## src/rtl/clos_cm_pkg.sv

```systemverilog
// Shared types and helpers for the synchronous Clos central module.
//   clog2          : ceiling log2 for sizing pointers and indices
//   onehot_lowest  : index of the lowest set bit (32 when the vector is zero)
//   in_st_t        : per-input packet state (IDLE = head flit expected)
//   PW             : FIFO pointer width for the default depth
package clos_cm_pkg;
  localparam int KN_DEF = 5;
  localparam int DW_DEF = 8;
  localparam int BD_DEF = 4;

  function automatic int clog2(input int v);
    int r;
    r = 0;
    while ((1 << r) < v) r++;
    return r;
  endfunction

  localparam int PW = clog2(BD_DEF) + 1;

  function automatic int onehot_lowest(input logic [31:0] v);
    int r;
    r = 32;
    for (int k = 31; k >= 0; k--) if (v[k]) r = k;
    return r;
  endfunction

  typedef enum logic {IDLE = 1'b0, BOUND = 1'b1} in_st_t;
endpackage

```

## src/rtl/clos_rr_arb.sv

```systemverilog
// Round-robin arbiter over N requesters, one instance per CM output.
//   req     : request vector
//   ptr     : index of the highest-priority requester this cycle
//   gnt     : one-hot grant (zero when nobody requests)
//   gnt_vld : any grant issued
module clos_rr_arb
  import clos_cm_pkg::*;
#(
  parameter int N  = 5,
  parameter int IW = 3
) (
  input  logic [N-1:0]  req,
  input  logic [IW-1:0] ptr,
  output logic [N-1:0]  gnt,
  output logic          gnt_vld
);
  logic [N-1:0] rot;
  int           w;

  // Rotate requests so the pointer position lands on bit 0; the lowest set
  // bit of the rotated vector is the winner, offset back by ptr.
  always_comb begin
    rot     = N'({req, req} >> ptr);
    w       = onehot_lowest(32'(rot));
    gnt_vld = |req;
    gnt     = '0;
    for (int k = 0; k < N; k++)
      gnt[k] = gnt_vld && (((w + int'(ptr)) % N) == k);
  end
endmodule

```

## src/rtl/clos_cm_sync.sv

```systemverilog
// Synchronous buffered central module of the SDM-Clos router.
// KN inputs with BD-deep flit FIFOs are switched wormhole style onto KN
// outputs; each output has a round-robin arbiter with packet locking.
//   clk, rst          : clock, synchronous active-high reset
//   in_data/eof/dec   : input flit, tail flag, one-hot output request
//   in_vld / in_rdy   : input handshake (in_rdy is registered !full)
//   out_data/eof      : output flit and tail flag
//   out_vld / out_rdy : output handshake toward the OM stage
// Optional: define CLOS_CM_BYPASS_EN to let a flit arriving at an empty
// FIFO reach the crossbar in the same cycle; it is stored only if it does
// not leave immediately.
module clos_cm_sync
  import clos_cm_pkg::*;
#(
  parameter int KN = KN_DEF,
  parameter int DW = DW_DEF,
  parameter int BD = BD_DEF
) (
  input  logic              clk,
  input  logic              rst,
  input  logic [KN*DW-1:0]  in_data,
  input  logic [KN-1:0]     in_eof,
  input  logic [KN*KN-1:0]  in_dec,
  input  logic [KN-1:0]     in_vld,
  output logic [KN-1:0]     in_rdy,
  output logic [KN*DW-1:0]  out_data,
  output logic [KN-1:0]     out_eof,
  output logic [KN-1:0]     out_vld,
  input  logic [KN-1:0]     out_rdy
);
  localparam int AW   = clog2(BD);
  localparam int PTRW = AW + 1;
  localparam int IW   = (KN > 1) ? clog2(KN) : 1;
  localparam int EW   = 1 + KN + DW;   // {eof, dec, data}

  logic [EW-1:0]   mem_q [KN][BD];
  logic [EW-1:0]   mem_d [KN][BD];
  logic [PTRW-1:0] wptr_q [KN], wptr_d [KN];
  logic [PTRW-1:0] rptr_q [KN], rptr_d [KN];
  logic [PTRW-1:0] cnt_q  [KN], cnt_d  [KN];
  logic [KN-1:0]   rdy_q, rdy_d, drain_q, drain_d, lock_q, lock_d;
  in_st_t          st_q [KN], st_d [KN];
  logic [KN-1:0]   own_q [KN], own_d [KN];   // one-hot owner per output
  logic [IW-1:0]   rr_q  [KN], rr_d  [KN];

  logic [KN-1:0]   push, bp, avail, drop, pop, push_w, pop_f, xfer, gvld;
  logic [EW-1:0]   head [KN], in_ent [KN];
  logic [KN-1:0]   req [KN], gnt [KN], sel [KN];   // [output][input]

  assign in_rdy = rdy_q & ~{KN{rst}};

  // Input side: effective head flit, availability and drop decision.
  // drain_q keeps discarding the body of a packet whose head had dec=0.
  always_comb begin
    for (int i = 0; i < KN; i++) begin
      push[i]   = in_vld[i] & in_rdy[i];
      in_ent[i] = {in_eof[i], in_dec[i*KN +: KN], in_data[i*DW +: DW]};
`ifdef CLOS_CM_BYPASS_EN
      bp[i]     = push[i] && (cnt_q[i] == '0);
`else
      bp[i]     = 1'b0;
`endif
      head[i]   = bp[i] ? in_ent[i] : mem_q[i][rptr_q[i][AW-1:0]];
      avail[i]  = bp[i] || (cnt_q[i] != '0);
      drop[i]   = avail[i] && (drain_q[i] ||
                  (st_q[i] == IDLE && head[i][DW +: KN] == '0));
      for (int o = 0; o < KN; o++)
        req[o][i] = avail[i] && !drain_q[i] && (st_q[i] == IDLE) &&
                    (onehot_lowest(32'(head[i][DW +: KN])) == o);
    end
  end

  for (genvar o = 0; o < KN; o++) begin : g_arb
    clos_rr_arb #(.N(KN), .IW(IW)) u_arb (
      .req     (req[o]),
      .ptr     (rr_q[o]),
      .gnt     (gnt[o]),
      .gnt_vld (gvld[o])
    );
  end

  // Crossbar: a locked output follows its owner, a free one its grant.
  always_comb begin
    pop      = drop;
    out_vld  = '0;
    out_data = '0;
    out_eof  = '0;
    xfer     = '0;
    for (int o = 0; o < KN; o++) begin
      sel[o] = lock_q[o] ? own_q[o] : (gvld[o] ? gnt[o] : '0);
      for (int i = 0; i < KN; i++)
        if (sel[o][i] && avail[i] && !rst) begin
          out_vld[o]            = 1'b1;
          out_data[o*DW +: DW]  = head[i][DW-1:0];
          out_eof[o]            = head[i][EW-1];
        end
      xfer[o] = out_vld[o] & out_rdy[o];
      for (int i = 0; i < KN; i++)
        if (sel[o][i] && xfer[o]) pop[i] = 1'b1;
    end
  end

  // Lock / pointer updates; only an actual transfer changes ownership.
  always_comb begin
    st_d    = st_q;
    own_d   = own_q;
    rr_d    = rr_q;
    lock_d  = lock_q;
    drain_d = drain_q;
    for (int o = 0; o < KN; o++) begin
      if (xfer[o]) begin
        if (lock_q[o]) begin
          if (out_eof[o]) begin
            lock_d[o] = 1'b0;
            own_d[o]  = '0;
            for (int i = 0; i < KN; i++) if (own_q[o][i]) st_d[i] = IDLE;
          end
        end else begin
          rr_d[o] = IW'((onehot_lowest(32'(sel[o])) + 1) % KN);
          if (!out_eof[o]) begin
            lock_d[o] = 1'b1;
            own_d[o]  = sel[o];
            for (int i = 0; i < KN; i++) if (sel[o][i]) st_d[i] = BOUND;
          end
        end
      end
    end
    for (int i = 0; i < KN; i++)
      if (drop[i]) drain_d[i] = !head[i][EW-1];
  end

  // FIFO bookkeeping. A bypassed flit that leaves immediately is never stored.
  always_comb begin
    mem_d = mem_q;
    for (int i = 0; i < KN; i++) begin
      push_w[i] = push[i] && !(bp[i] && pop[i]);
      pop_f[i]  = pop[i] && !bp[i];
      wptr_d[i] = wptr_q[i] + PTRW'(push_w[i]);
      rptr_d[i] = rptr_q[i] + PTRW'(pop_f[i]);
      cnt_d[i]  = cnt_q[i] + PTRW'(push_w[i]) - PTRW'(pop_f[i]);
      rdy_d[i]  = (cnt_d[i] != PTRW'(BD));
      if (push_w[i]) mem_d[i][wptr_q[i][AW-1:0]] = in_ent[i];
    end
  end

  always_ff @(posedge clk) begin
    if (rst) begin
      for (int i = 0; i < KN; i++) begin
        wptr_q[i] <= '0;
        rptr_q[i] <= '0;
        cnt_q[i]  <= '0;
        st_q[i]   <= IDLE;
        own_q[i]  <= '0;
        rr_q[i]   <= '0;
      end
      rdy_q   <= '1;   // masked by rst at the port, open on the first free cycle
      drain_q <= '0;
      lock_q  <= '0;
    end else begin
      wptr_q  <= wptr_d;
      rptr_q  <= rptr_d;
      cnt_q   <= cnt_d;
      st_q    <= st_d;
      own_q   <= own_d;
      rr_q    <= rr_d;
      rdy_q   <= rdy_d;
      drain_q <= drain_d;
      lock_q  <= lock_d;
    end
  end

  always_ff @(posedge clk) mem_q <= mem_d;
endmodule

```

## config.mk

```make
export PLATFORM = sky130hd
export DESIGN_NAME = clos_cm_sync
export DESIGN_NICKNAME = d
export VERILOG_FILES = /design/src/rtl/clos_cm_pkg.sv /design/src/rtl/clos_rr_arb.sv /design/src/rtl/clos_cm_sync.sv
export SDC_FILE = /design/constraint.sdc
export NUM_CORES = 1
export LEC_CHECK = 0
export ABC_AREA = 1
export BUFFER_PORTS_ARGS = -buffer_cell sky130_fd_sc_hd__buf_2
export CAP_MARGIN = 20
export CORE_MARGIN = 2
export CORE_UTILIZATION = 55
export CTS_BUF_LIST = sky130_fd_sc_hd__clkbuf_2 sky130_fd_sc_hd__clkbuf_4 sky130_fd_sc_hd__clkbuf_8
export DETAILED_ROUTE_END_ITERATION = 8
export HOLD_SLACK_MARGIN = 0.06
export MAX_ROUTING_LAYER = met4
export PLACE_DENSITY = 0.85
export SLEW_MARGIN = 0
export SYNTH_ARGS = -nofsm -noshare
export SYNTH_HDL_FRONTEND = slang
export SYNTH_SLANG_ARGS = --single-unit
```

## constraint.sdc

```tcl
create_clock -name clk -period 6.7 [get_ports clk]
set_clock_uncertainty 0.15 [all_clocks]
set_input_delay 1.005 -clock clk [delete_from_list [all_inputs] [get_ports clk]]
set_output_delay 1.005 -clock clk [all_outputs]
set_load 0.02 [all_outputs]
```

==> impl_metrics.ini, run 1 <==
[place]
placed_area_sq_mm = 0.0289
routabilityCongestion = 1.05
dpl.cell_count = 4168
hpwlAfterDp_microns = 57600
io_buffers = 136

[grt]
grt_usage_pct = 71.2
grt_max_degree = 32
grt_overflow = 12

[logic_synthesis]
yosys.cell_types.count = 64
synth_nets = 3245
synth_area_sq_mm = 0.0241
syn_inst = 3070
synth_area_leader_cell = edfxtp_1
synth.ff_latch_count = 375
ys_top_cells_by_area = edfxtp_1, nand2_1, dfxtp_1, nand3_1, inv_1
synth_flop_cell = edfxtp_1
async_flop_share_pct = 0
synth_area_per_cell_sq_um = 7.86
synth_warnings = 0
yosys.area.top_type_share_pct = 34.8
yosysSeqAreaShare_pct = 42.7
synth_edf_count = 280

[status]
lastStage = global routing (5_1_grt)
status = stopped before the end
error = [ERROR GRT-0232] Routing congestion too high. Check the congestion heatmap in the GUI.

[cts]
cts_root_buf = clkbuf_8
hold_buffers = 0
cts.sinks = 375
numCtsBuffers = 59
ctsHtreeMaxLevel = 2
ctsLongestPathBuffers = 3

[floorplanning]
die_x_microns = 213
boundaryPins = 137
die_h_microns = 213
rows = 76
start_util_pct = 55.9
[logic make-up after synthesis]
logic type                 after synthesis  synth area share, %
and+or+nand+nor                       1597                 30.8
AOI/OAI and AO/OA                      489                 12.0
buffers and inverters                  476                 7.86
DFF                                    375                 42.7
adders and majority gates               93                 5.13
xor gates and xnor gates                36                 1.31
muxes                                    4                0.166
[Yosys cell counts, types with 5 or more instances]
library cell,number
buf_4,7
fa_1,10
o22a_1,7
a211oi_1,7
xnor2_1,15
dfxtp_1,95
o22ai_1,28
o221ai_1,7
nand2_4,17
a22oi_1,7
nand2_2,70
nand3_2,26
nand4_1,50
o211ai_1,40
nor2_2,20
o21ai_1,40
a21oi_1,109
a32oi_1,23
o21ai_0,164
nor3_1,33
ha_1,83
inv_1,338
inv_2,39
nand3_1,276
buf_2,22
edfxtp_1,280
clkinv_1,7
nand3b_1,7
or2_2,8
nor2_4,17
nor2_1,246
nand2_1,795
xor2_1,21
nand4_2,5
buf_1,9
o21ai_2,6
a31oi_1,30
clkbuf_1,43
buf_6,6
[what timing repair did]
action,CTS
hold endpoints to repair,0
setup buffers,143
setup endpoints to repair,122
cloned,4
resized for setup,769
pin swaps,276
[metrics by stage]
stage,hold slack (ns),worst slack [ns]
2_1_floorplan,0.274,-0.0261
3_3_place_gp,0.285,-0.668
3_5_place_dp,0.295,-0.874
4_1_cts,0.304,-0.987
[per-layer routing]
metal  track usage [%]  overflow
met5                 -         -
met4              67.6         4
met3              57.8         4
met2              84.6         4
met1              70.0         0
==> run 2, diff against run 1 <==
--- a/config.mk
+++ b/config.mk
@@ -9,12 +9,9 @@
 export BUFFER_PORTS_ARGS = -buffer_cell sky130_fd_sc_hd__buf_2
 export CAP_MARGIN = 20
 export CORE_MARGIN = 2
-export CORE_UTILIZATION = 55
-export CTS_BUF_LIST = sky130_fd_sc_hd__clkbuf_2 sky130_fd_sc_hd__clkbuf_4 sky130_fd_sc_hd__clkbuf_8
+export CORE_UTILIZATION = 40
 export DETAILED_ROUTE_END_ITERATION = 8
-export HOLD_SLACK_MARGIN = 0.06
-export MAX_ROUTING_LAYER = met4
-export PLACE_DENSITY = 0.85
+export PLACE_DENSITY_LB_ADDON = 0.15
 export SLEW_MARGIN = 0
 export SYNTH_ARGS = -nofsm -noshare
 export SYNTH_HDL_FRONTEND = slang
==> constraint.sdc (replaced) <==
create_clock -name clk -period 8.7 [get_ports clk]
set_clock_uncertainty 0.15 [all_clocks]
set_input_delay 1.305 -clock clk [delete_from_list [all_inputs] [get_ports clk]]
set_output_delay 1.305 -clock clk [all_outputs]
set_load 0.02 [all_outputs]
==> run 2 against run 1 <==
Against the previous run:
- the flow now finishes without violations
- synthesized area unchanged
- synthesized cell count unchanged
==> impl_metrics.ini, run 2 <==
[finish]
final_common_cell = nand2_1
final_cell_mix = nand2_1, inv_1, edfxtp_1
area.sequential_sq_mm = 0.0103
postLayoutCellArea_sq_mm = 0.0288
fin_util_pct = 47.9
largest_reg_flops = 280
fill_cells = 5818
top_regs = mem_q (280), own_q (25)
final-instance-count-excl-fill = 4112
largest_register = mem_q
layout.nets = 3471
syn2layout_area_growth_pct = 19.2
drive_above_1_share_pct = 22.1
multiInputGateArea_sq_mm = 0.0128

[route]
drc_errors = 0
antenna_left = 0
wirelength_microns = 76600
vias = 22100
routedWlPerCell_microns = 18.6
drt_iter0_drc = 1881
dr.pass1.iters = 6
via_per_inst = 5.37

[logic_synthesis]
synth.ff_latch_count = 375
synth_edf_count = 280
synth_flop_cell = edfxtp_1
synth_area_per_cell_sq_um = 7.86
synth_warnings = 0
yosys.cell_types.count = 64
syn_inst = 3070
synth_nets = 3245
synthMostInstantiatedCell = nand2_1
synth_area_leader_cell = edfxtp_1
yosys.area.top_type_share_pct = 34.8
ys_top_cells_by_area = edfxtp_1, nand2_1, dfxtp_1, nand3_1, inv_1
async_flop_share_pct = 0
synthTopCellsByCount = nand2_1, inv_1, edfxtp_1
yosysSeqAreaShare_pct = 42.7
synth_area_sq_mm = 0.0241

[timing]
final.setup.tns_ns = 0
period_needed_ns = 8.43
rsz0062_at_grt = yes
max_slew_margin_pct = 26.0
finalSetupViolCount = 0
slew_violations = 0
period_share_pct = 96.9
final_hold_viol_count = 0
max_freq_mhz = 119
whs_ns = 0.308
worst_pin_slew_ns = 1.11

[power_and_ir_drop]
p_leak_nw = 12.9
powerDensity_mw_per_mm2 = 332
vdd_ir_drop_max_v = 0.000433

[critical_path]
crit_path_end = out_eof[4]
crit_path_end_kind = output pin
regToRegSetupSlack_ns = 0.75
cpPeakStageDelay_ns = 0.38
r2r-start = rptr_q[0]$_SDFF_PP0_
crit_required_ns = 7.24
critPathMaxFanout = 15
crit_slowest_cell = nor3_4
crit_type = reg -> out
worstReg2RegEnd = rdy_q[1]$_SDFF_PP1_
critPathLaunchType = flop
crit_start = rptr_q[6]$_SDFF_PP0_
ff2ff_path_depth = 49
crit_top_cell = nand2_1
worstPathArrival_ns = 6.97

[cts]
cts_tree = built
cts_root_buf = clkbuf_16
ctsHtreeMaxLevel = 2
numCtsBuffers = 42
clk_latency_ns = 0.58
cts.sinks = 375
path_clk_slew_ns = 0.06
hold_buffers = 0
ctsLongestPathBuffers = 3

[floorplanning]
boundaryPins = 137
fp.dieArea_sq_mm = 0.0623
die_x_microns = 250
rows = 90
die_h_microns = 250
fp.coreArea_sq_mm = 0.0600
start_util_pct = 40.2

[place]
hpwlAfterDp_microns = 58000
dpl.cell_count = 3982
io_buffers = 136
routabilityCongestion = 1.00
placed_area_sq_mm = 0.0261

[grt]
grt_overflow = 0
grt_usage_pct = 23.5
antenna_found_initial = 1
grt_max_degree = 32
first_global_vias = 20200
grt_pass1_wl_microns = 116000

[run]
maxCapViolCount = 0

[hold_path]
hold_class = reg -> reg

[status]
status = completed
==> run 2: cell counts after synthesis <==
No cell type changed its count.
==> run 2: routing by layer <==
metal / track usage (%) / part of all wire, % / vias to the layer above
li1: - / - / 10800
met3: 2.92 / 5.4 / 95
met2: 38.3 / 46 / 673
met5: 0 / 0 / -
met4: 5.35 / 2.2 / 0
met1: 33.5 / 47 / 10500
==> run 2: layout make-up <==
cell class	instances	share of cell area (%)
Antenna cell	1	0.00870
Clock buffer	49	3.78
Clock inverter	28	0.892
Inverter	389	5.34
Multi-Input combinational cell	2219	44.4
Sequential cell	375	35.9
Tap cell	782	3.40
Timing Repair Buffer	267	6.14
Timing Repair inverter	2	0.0479
==> run 2: kinds of logic (layout without fill, tap and decap cells) <==
family	after synthesis	after routing	synth area share, %
XOR/XNOR	36	36	1.31
AND/OR/NAND/NOR	1597	1597	30.8
AO/OA/AOI/OAI	489	489	12.0
adder cells (fa/ha/maj)	93	93	5.13
other	0	1	0
multiplexers	4	4	0.166
buffers and inverters	476	735	7.86
flip-flops	375	375	42.7
==> run 2: repair_timing <==
action                     in CTS  in global routing
setup buffers                   2                 47
resized for setup              41                218
setup endpoints to repair      46                 70
pin swaps                       3                 65
gates cloned                    0                  3
==> run 2: through the flow <==
stage	total power [mW]	setup WS (ns)
floorplan	6.00	1.25
global placement	7.05	0.267
detailed placement	7.17	0.151
CTS	8.95	0.00249
global route	10.3	-0.0963
finish	9.56	0.272
==> run 2: worst max-delay path, delay by kind of cell (launching register included) <==
| kind | cells | cell delay, ns |
|---|---|---|
| AOI/OAI and AO/OA | 4 | 0.48 |
| buffers and inverters | 9 | 1.02 |
| and+or+nand+nor | 28 | 3.37 |
| muxes | 1 | 0.30 |
| DFF | 1 | 0.37 |
| adders and majority gates | 3 | 0.82 |
==> run 2: worst min path at each step <==
stage | slack, ns | from | to | cells after the start
floorplan | 0.27 | own_q[20]$_SDFFE_PP0P_ | own_q[20]$_SDFFE_PP0P_ | 2
global placement | 0.29 | own_q[23]$_SDFFE_PP0P_ | own_q[23]$_SDFFE_PP0P_ | 2
detailed placement | 0.29 | own_q[20]$_SDFFE_PP0P_ | own_q[20]$_SDFFE_PP0P_ | 2
CTS | 0.31 | own_q[20]$_SDFFE_PP0P_ | own_q[20]$_SDFFE_PP0P_ | 2
global route | 0.33 | own_q[14]$_SDFFE_PP0P_ | own_q[14]$_SDFFE_PP0P_ | 2
finish | 0.31 | own_q[20]$_SDFFE_PP0P_ | own_q[20]$_SDFFE_PP0P_ | 2
==> run 2: power breakdown <==
part,leakage [nW],internal (mW),total (mW),switching [mW]
Combinational,8.90,1.85,5.77,3.92
Clock,0.665,0.974,1.75,0.772
Sequential,3.32,1.99,2.04,0.0457
Total,12.9,4.82,9.56,4.74
(Power assumes the default switching activity.)
==> run 3, diff against run 2 <==
--- a/config.mk
+++ b/config.mk
@@ -10,8 +10,10 @@
 export CAP_MARGIN = 20
 export CORE_MARGIN = 2
 export CORE_UTILIZATION = 40
+export CTS_CLUSTER_SIZE = 14
 export DETAILED_ROUTE_END_ITERATION = 8
 export PLACE_DENSITY_LB_ADDON = 0.15
+export SETUP_SLACK_MARGIN = 0.5
 export SLEW_MARGIN = 0
 export SYNTH_ARGS = -nofsm -noshare
 export SYNTH_HDL_FRONTEND = slang
==> run 3 against run 2 <==
Against the previous run:
- global-route usage is 0.33 points higher
- sequential share of layout area decreased by 2.9 points
- first-iteration DRC count shrank 1.4%
- clock power hardly changed
- worst setup slack better by 0.16 ns
- count of clock-buffer cells in the layout is 2 higher
- wire length increased by 4.4%
- largest cell class unchanged
- largest power group unchanged
==> impl_metrics.ini, run 3 (synthesized netlist as in run 2, its figures left out) <==
[timing]
whs_ns = 0.308
final.setup.tns_ns = 0
period_share_pct = 95.0
finalSetupViolCount = 0
rsz0062_at_grt = yes
max_freq_mhz = 121
final_hold_viol_count = 0
slew_violations = 0
period_needed_ns = 8.26
max_slew_margin_pct = 9.39
worst_pin_slew_ns = 1.36

[run]
maxCapViolCount = 0

[cts]
ctsHtreeMaxLevel = 2
ctsLongestPathBuffers = 3
numCtsBuffers = 42
clk_latency_ns = 0.58
cts.sinks = 375
cts_root_buf = clkbuf_16
cts_tree = built
hold_buffers = 0
path_clk_slew_ns = 0.06

[critical_path]
crit_type = reg -> out
path_depth = 44
cpPeakStageDelay_ns = 0.46
crit_slowest_cell = dfxtp_4
crit_path_end = out_data[32]
r2r-start = rptr_q[6]$_SDFF_PP0_
critPathMaxFanout = 6
worstReg2RegEnd = rdy_q[1]$_SDFF_PP1_
crit_required_ns = 7.24
regToRegSetupSlack_ns = 0.71
crit_start = rptr_q[6]$_SDFF_PP0_
critPathBufInv = 9
critPathLaunchType = flop
ff2ff_path_depth = 52
crit_top_cell = nand2_4
crit_path_end_kind = output pin
critPathTopFamily = simple AND/OR/NAND/NOR gates
worstPathArrival_ns = 6.81

[grt]
grt_max_degree = 32
grt_pass1_wl_microns = 117000
grt_overflow = 0
first_global_vias = 20500
grt_usage_pct = 23.9
antenna_found_initial = 1

[floorplanning]
fp.coreArea_sq_mm = 0.0600
rows = 90
start_util_pct = 40.2
fp.dieArea_sq_mm = 0.0623
boundaryPins = 137
die_x_microns = 250
die_h_microns = 250

[finish]
largest_reg_flops = 280
drive_above_1_share_pct = 31.3
final_common_cell = nand2_1
largest_register = mem_q
syn2layout_area_growth_pct = 29.7
top_regs = mem_q (280), own_q (25)
fill_cells = 5605
layout.nets = 3578
final_cell_mix = nand2_1, inv_1, edfxtp_1
postLayoutCellArea_sq_mm = 0.0313

[place]
io_buffers = 136
hpwlAfterDp_microns = 58000
routabilityCongestion = 1.00
placed_area_sq_mm = 0.0261

[status]
status = completed

[hold_path]
hold_class = reg -> reg
min_from = own_q[20]$_SDFFE_PP0P_

[power_and_ir_drop]
switching_share_pct = 49.8
powerDensity_mw_per_mm2 = 345
power_switching_mw = 5.38
vdd_ir_drop_max_v = 0.000480
clockPowerShare_pct = 16.0
p_leak_nw = 13.8
p_int_mw = 5.42
seqPwrFrac_pct = 18.9
p_comb_share_pct = 65.1

[route]
vias = 22800
antenna_left = 0
drc_errors = 0
drt_iter0_drc = 1855
wirelength_microns = 80000
dr.pass1.iters = 6
via_per_inst = 5.40
routedWlPerCell_microns = 19.0
[run 3: cell count changes in the layout (fill, tap and decap cells not counted), moves of 16 or more]
cell	change
nand3_1	-49
nand3_2	+31
nand2_2	+55
buf_2	-25
o21ai_0	-25
nand3_4	+18
buf_6	+25
o21ai_1	+16
nand2_1	-104
buf_4	+103
inv_1	-18
nand2_4	+39
[run 3: what timing repair did]
item | CTS | global route
gates resized for setup | 190 | 526
pin swaps | 56 | 231
setup buffers | 41 | 110
cloned | 1 | 7
setup endpoints to repair | 69 | 72
[run 3: how the worst min path moves through the flow]
| stage | endpoint | cells past startpoint |
|---|---|---|
| 3_5_place_dp | own_q[20]$_SDFFE_PP0P_ | 2 |
| 6_report | own_q[20]$_SDFFE_PP0P_ | 2 |
| 3_3_place_gp | own_q[23]$_SDFFE_PP0P_ | 2 |
| 4_1_cts | own_q[20]$_SDFFE_PP0P_ | 2 |
| 5_1_grt | own_q[14]$_SDFFE_PP0P_ | 2 |
| 2_1_floorplan | own_q[20]$_SDFFE_PP0P_ | 2 |
[run 3: stage by stage]
stage	std cells	power, mW	setup slack [ns]	util [%]
2_1_floorplan	3070	6.00	1.25	-
3_3_place_gp	3982	7.05	0.267	43.4
3_5_place_dp	3982	7.17	0.151	43.4
4_1_cts	4101	9.27	0.500	47.3
5_1_grt	4219	11.6	0.138	52.2
6_report	4219	10.8	0.435	52.2
[run 3: power groups by stage]
stage	Combinational (mW)	Sequential, mW	Clock (mW)
2_1_floorplan	3.94	2.06	0
3_3_place_gp	4.97	2.07	0
3_5_place_dp	5.10	2.08	0
4_1_cts	5.46	2.04	1.77
5_1_grt	7.73	2.05	1.83
6_report	7.02	2.04	1.73
[run 3: per-layer routing]
layer / vias up / wire [microns] / global-route usage [%]
li1: 11000 / - / -
met1: 11000 / 36600 / 33.9
met2: 609 / 37600 / 38.9
met3: 92 / 4080 / 2.95
met4: 0 / 1740 / 5.51
met5: - / 0 / 0
[run 3: area by class of cell]
type                            count  area, sq um  share of cell area [%]
Timing Repair inverter              4         33.8                   0.108
Clock buffer                       51         1090                    3.50
Clock inverter                     26          236                   0.755
Tap cell                          782          978                    3.13
Multi-Input combinational cell   2219        14300                    45.5
Antenna cell                        1         2.50                 0.00799
Sequential cell                   375        10300                    33.0
Timing Repair Buffer              372         2760                    8.81
Inverter                          389         1610                    5.14
[run 3: tightest hold or removal path, cell delays in order (launching register included)]
cell and delay [ns]:
dfxtp_1 0.31, inv_1 0.05, a21oi_1 0.05
